## config.mk

```make
export PLATFORM = sky130hd
export DESIGN_NAME = sap_control_sequencer
export DESIGN_NICKNAME = d
export VERILOG_FILES = /design/src/rtl/sap_control_sequencer.sv
export SDC_FILE = /design/constraint.sdc
export NUM_CORES = 1
export LEC_CHECK = 0
export CORE_UTILIZATION = 50
export CTS_CLUSTER_SIZE = 30
export DETAILED_ROUTE_END_ITERATION = 12
export GPL_TIMING_DRIVEN = 0
export HOLD_SLACK_MARGIN = 0.02
export PLACE_DENSITY = 0.85
export SLEW_MARGIN = 20
export SYNTH_ARGS = -nofsm -noshare
export SYNTH_HDL_FRONTEND = slang
export SYNTH_SLANG_ARGS = --single-unit
```

## constraint.sdc

```tcl
create_clock -name clk -period 3.6 [get_ports clk]
set_clock_uncertainty 0.05 [all_clocks]
set_input_delay 0.36 -clock clk [delete_from_list [all_inputs] [get_ports clk]]
set_output_delay 0.36 -clock clk [all_outputs]
set_load 0.03 [all_outputs]
```

## src/rtl/sap_control_sequencer.sv

```systemverilog
// Fetch/decode/execute sequencer for the SAP adder/accumulator datapath.
// Moore control strobes are decoded from (state, IR); PC, MAR, IR and flags are registered.
module sap_control_sequencer #(
  parameter int ADDR_W = 4,
  parameter int DATA_W = 8
) (
  input  logic              clk,
  input  logic              rst_n,
  input  logic              start,
  output logic [ADDR_W-1:0] mem_addr,
  input  logic [DATA_W-1:0] mem_data,
  output logic [DATA_W-1:0] bus_out,
  output logic              bus_drive,
  output logic              nLa,
  output logic              nLb,
  output logic              Ea,
  output logic              Eu,
  output logic              sub,
  input  logic              cf_in,
  input  logic              zf_in,
  output logic              out_strobe,
  output logic              halted,
  output logic [ADDR_W-1:0] pc
);

  localparam int OP_W = DATA_W - ADDR_W;

  localparam logic [OP_W-1:0] OP_LDA = OP_W'(4'h1);
  localparam logic [OP_W-1:0] OP_ADD = OP_W'(4'h2);
  localparam logic [OP_W-1:0] OP_SUB = OP_W'(4'h3);
  localparam logic [OP_W-1:0] OP_LDI = OP_W'(4'h4);
  localparam logic [OP_W-1:0] OP_JMP = OP_W'(4'h5);
  localparam logic [OP_W-1:0] OP_JC  = OP_W'(4'h6);
  localparam logic [OP_W-1:0] OP_JZ  = OP_W'(4'h7);
  localparam logic [OP_W-1:0] OP_OUT = OP_W'(4'hE);
  localparam logic [OP_W-1:0] OP_HLT = OP_W'(4'hF);

  typedef enum logic [2:0] {
    S_IDLE, S_T0, S_T1, S_T2, S_T3, S_T4, S_HALT
  } state_t;

  state_t              r_state;
  state_t              w_next;
  logic [ADDR_W-1:0]   r_pc;
  logic [ADDR_W-1:0]   r_mar;
  logic [DATA_W-1:0]   r_ir;
  logic                r_flag_c;
  logic                r_flag_z;
  logic [OP_W-1:0]     w_op;
  logic [ADDR_W-1:0]   w_n;

  assign w_op     = r_ir[DATA_W-1:ADDR_W];
  assign w_n      = r_ir[ADDR_W-1:0];
  assign mem_addr = r_mar;
  assign pc       = r_pc;

  always_ff @(posedge clk or negedge rst_n) begin
    if (!rst_n) begin
      r_state  <= S_IDLE;
      r_pc     <= '0;
      r_mar    <= '0;
      r_ir     <= '0;
      r_flag_c <= 1'b0;
      r_flag_z <= 1'b0;
    end else begin
      r_state <= w_next;
      case (r_state)
        S_T0: r_mar <= r_pc;
        S_T1: begin
          r_ir <= mem_data;
          r_pc <= r_pc + ADDR_W'(1);
        end
        // decode: operand fetch address or jump target
        S_T2: begin
          if (w_op == OP_LDA || w_op == OP_ADD || w_op == OP_SUB) r_mar <= w_n;
          if (w_op == OP_JMP ||
              (w_op == OP_JC && r_flag_c) ||
              (w_op == OP_JZ && r_flag_z)) r_pc <= w_n;
        end
        S_T4: begin
          r_flag_c <= cf_in;
          r_flag_z <= zf_in;
        end
        default: ;
      endcase
    end
  end

  always_comb begin
    w_next     = r_state;
    nLa        = 1'b1;
    nLb        = 1'b1;
    Ea         = 1'b0;
    Eu         = 1'b0;
    sub        = 1'b0;
    bus_drive  = 1'b0;
    bus_out    = '0;
    out_strobe = 1'b0;
    halted     = 1'b0;
    case (r_state)
      S_IDLE: if (start) w_next = S_T0;
      S_T0:   w_next = S_T1;
      S_T1:   w_next = S_T2;
      S_T2: begin
        w_next = S_T0;
        case (w_op)
          OP_LDA, OP_ADD, OP_SUB: w_next = S_T3;
          OP_LDI: begin
            bus_drive = 1'b1;
            bus_out   = {{OP_W{1'b0}}, w_n};
            nLa       = 1'b0;
          end
          OP_OUT: begin
            Ea         = 1'b1;
            out_strobe = 1'b1;
          end
          OP_HLT:  w_next = S_HALT;
          default: ;
        endcase
      end
      // memory operand onto the bus: LDA finishes here, ADD/SUB load B first
      S_T3: begin
        bus_drive = 1'b1;
        bus_out   = mem_data;
        if (w_op == OP_LDA) begin
          nLa    = 1'b0;
          w_next = S_T0;
        end else begin
          nLb    = 1'b0;
          w_next = S_T4;
        end
      end
      S_T4: begin
        Eu     = 1'b1;
        sub    = (w_op == OP_SUB);
        nLa    = 1'b0;
        w_next = S_T0;
      end
      S_HALT:  halted = 1'b1;
      default: w_next = S_IDLE;
    endcase
  end

endmodule

```

==> results_dict.tcl <==
set metrics [dict create \
    drv_slew 0 \
    synthCells 126 \
    rsz0062_at_grt "no" \
    gp_congestion 0.854 \
    fp.dieH_um 51.3 \
    path_clk_slew_ns 0.11 \
    cts.sinks 21 \
    first_global_vias 1096 \
    area_delta_synth_final_pct 34.7 \
    synth_edf_count 0 \
    holdWs_ns 0.479 \
    hold_viol_final 0 \
    avgViaCountPerCell 5.86 \
    finalWorstSetupSlack_ns 0.618 \
    leakagePower_nw 0.697 \
    grt_max_degree 22 \
    hold_path_depth 1 \
    synth_area_leaders "dfrtp_1 (43%), mux2_2 (9.3%), o21ai_0 (4.5%), nand2_1 (4.0%), a22oi_1 (3.7%)" \
    syn_nets 140 \
    clockBufferDepth 2 \
    synth_top_area_cell "dfrtp_1" \
    grt-ovfl-total 0 \
    cts_resized 0 \
    yosysWarnings 0 \
    coreArea_um2 2250 \
    fin_crit_sh 0.828 \
    cts_tree "yes" \
    rr_startpoint "r_state[2]" \
    antenna_left 0 \
    period_minus_slack_ns 2.98 \
    clock_latency_ns 0.29 \
    ctsHoldBuffers 0 \
    dpl_worst_slack_ns 0.974 \
    grt_use_met2 0.425 \
    p_per_area_nw_per_um2 906 \
    start_kind "register" \
    hpwl_mm 2.26 \
    die-area_um2 2630 \
    path_class "register to primary output" \
    hp-start "r_flag_z" \
    ys.flop_type "dfrtp_1" \
    maxSlewHeadroom 0.366 \
    ys_ff_latch 21 \
    port_buffers 36 \
    ir_drop_mv 0.640 \
    finalSetupViolCount 0 \
    grt_pass1_wl_mm 4.88 \
    cp.required_ns 3.19 \
    cap_viol_max_count 0 \
    r2r-end "pc[3]" \
    tightest_slew_ns 0.948 \
    synth_top_area_frac 0.433 \
    dpl_cell_area_um2 1610 \
    drc 0 \
    dr.pass1.iters 4 \
    fmax_ghz 0.335 \
    critPathMaxFanout 10 \
    hp-class "register to register" \
    final_area_um2 1640 \
    die_w_um 51.3 \
    grtUsageTotal 0.251 \
    nets 181 \
    io_pins 37 \
    use_met3 0.0357 \
    gr-usage-met1 0.325 \
    postSynthAreaPerCell_um2 9.64 \
    critPathCaptureType "primary output" \
    drt-total-wl_mm 2.95 \
    antenna_found_initial 0 \
    antennaDiodeCount 0 \
    worst-r2r-cell-count 4 \
    vias 1137 \
    wl_per_cell_um 15.2 \
    fillers 196 \
    drive_gt1_frac 0.102 \
    fin_tns_setup_ns 0 \
    root_buffer "clkbuf_4" \
    ys_seq_area_frac 0.433 \
    post-cts-setup-buffers 0 \
    ys_types 39 \
    async_flop_share 1.00 \
    h-tree-depth 1 \
    arrival_ns 2.57 \
    whs_endpoint "r_flag_z" \
    status "finished clean" \
    netlist_area_um2 1210 \
    grt_busiest_layer "met2" \
    row_count 17 \
    initial_core_util 0.539 \
    drtIter0Drc 24 \
    regToRegSetupSlack_ns 1.74 \
    cts_made_buffers 3 \
]
logic make-up (layout without fill, tap and decap cells):
logic type | count (synthesis) | in the layout | synth area share
AOI/OAI and AO/OA | 33 | 33 | 0.180
adders and majority gates | 1 | 1 | 0.0103
buffers and inverters | 11 | 51 | 0.0443
DFF | 21 | 21 | 0.433
muxes | 11 | 11 | 0.101
and+or+nand+nor | 49 | 49 | 0.232
stage by stage:
stage                     instances  total power [mW]   util
after floorplan                 126              1.08      -
after global placement          190              1.33  0.714
after detailed placement        190              1.37  0.714
after CTS                       194              1.48  0.726
after global routing            194              1.60  0.726
final                           194              1.48  0.726
how the worst max path moves through the flow:
stage	start	to	slack (ns)	cells after the start
finish	r_state[1]	bus_out[0]	0.62	6
global route	r_state[1]	bus_out[2]	0.46	6
CTS	r_state[1]	bus_out[0]	0.63	6
detailed placement	r_state[1]	bus_out[1]	0.97	6
global placement	r_state[1]	bus_out[0]	1.0	6
floorplan	r_state[1]	nLa	1.53	5
layout make-up:
type	count	area (µm²)	share of cell area
sequential	21	526	0.321
inverter	4	15.0	0.00917
clock buffer	4	26.3	0.0161
multi-input combinational	94	636	0.388
tap	28	35.0	0.0214
buffer	7	38.8	0.0237
timing repair buffer	36	360	0.220
routing by layer:
metal	wire length, µm	part of all wire
met1	1330	0.45
met4	35	0.012
met5	0	0
met3	93	0.031
met2	1490	0.51
cell usage after synthesis (2+ instances only):
| master | count |
|---|---|
| a21oi_1 | 4 |
| or3_1 | 2 |
| nand3_1 | 2 |
| and3b_1 | 2 |
| nand2_1 | 13 |
| dfrtp_1 | 21 |
| inv_1 | 4 |
| a22o_1 | 4 |
| nand2b_1 | 3 |
| and4_1 | 2 |
| mux2_2 | 10 |
| and3_1 | 4 |
| nor2_1 | 10 |
| clkbuf_1 | 4 |
| a22oi_1 | 6 |
| o21ai_0 | 11 |
| nand3b_1 | 2 |
state kept, by name, summed over array words and instances, names as in the netlist:
register  cells
r_flag_z      1
pc            4
mem_addr      4
r_ir          8
r_state       3
r_flag_c      1
report_power, final:
group          switching, mW  leakage [nW]  total, mW  internal [mW]
sequential             0.119         0.245      0.477          0.358
combinational          0.496         0.437      0.894          0.398
clock                 0.0685        0.0150      0.112         0.0430
worst max-delay path, cell delays in order (launching register included):
cell	delay, ns
dfrtp_1	0.43
clkbuf_1	0.22
inv_1	0.26
nand2_1	0.19
nor2_1	0.30
a22o_1	0.20
clkdlybuf4s50_1	0.68
layout by cell type (no fill, tap or decap), types with 2 or more instances in the layout:
cell / count
a21oi_1: 4
a22o_1: 4
a22oi_1: 6
and3_1: 4
and3b_1: 2
and4_1: 2
clkbuf_1: 5
clkbuf_4: 3
clkdlybuf4s50_1: 36
dfrtp_1: 21
inv_1: 4
mux2_2: 10
nand2_1: 13
nand2b_1: 3
nand3_1: 2
nand3b_1: 2
nor2_1: 10
o21ai_0: 11
or3_1: 2
Power figures use the tool's default switching activity.
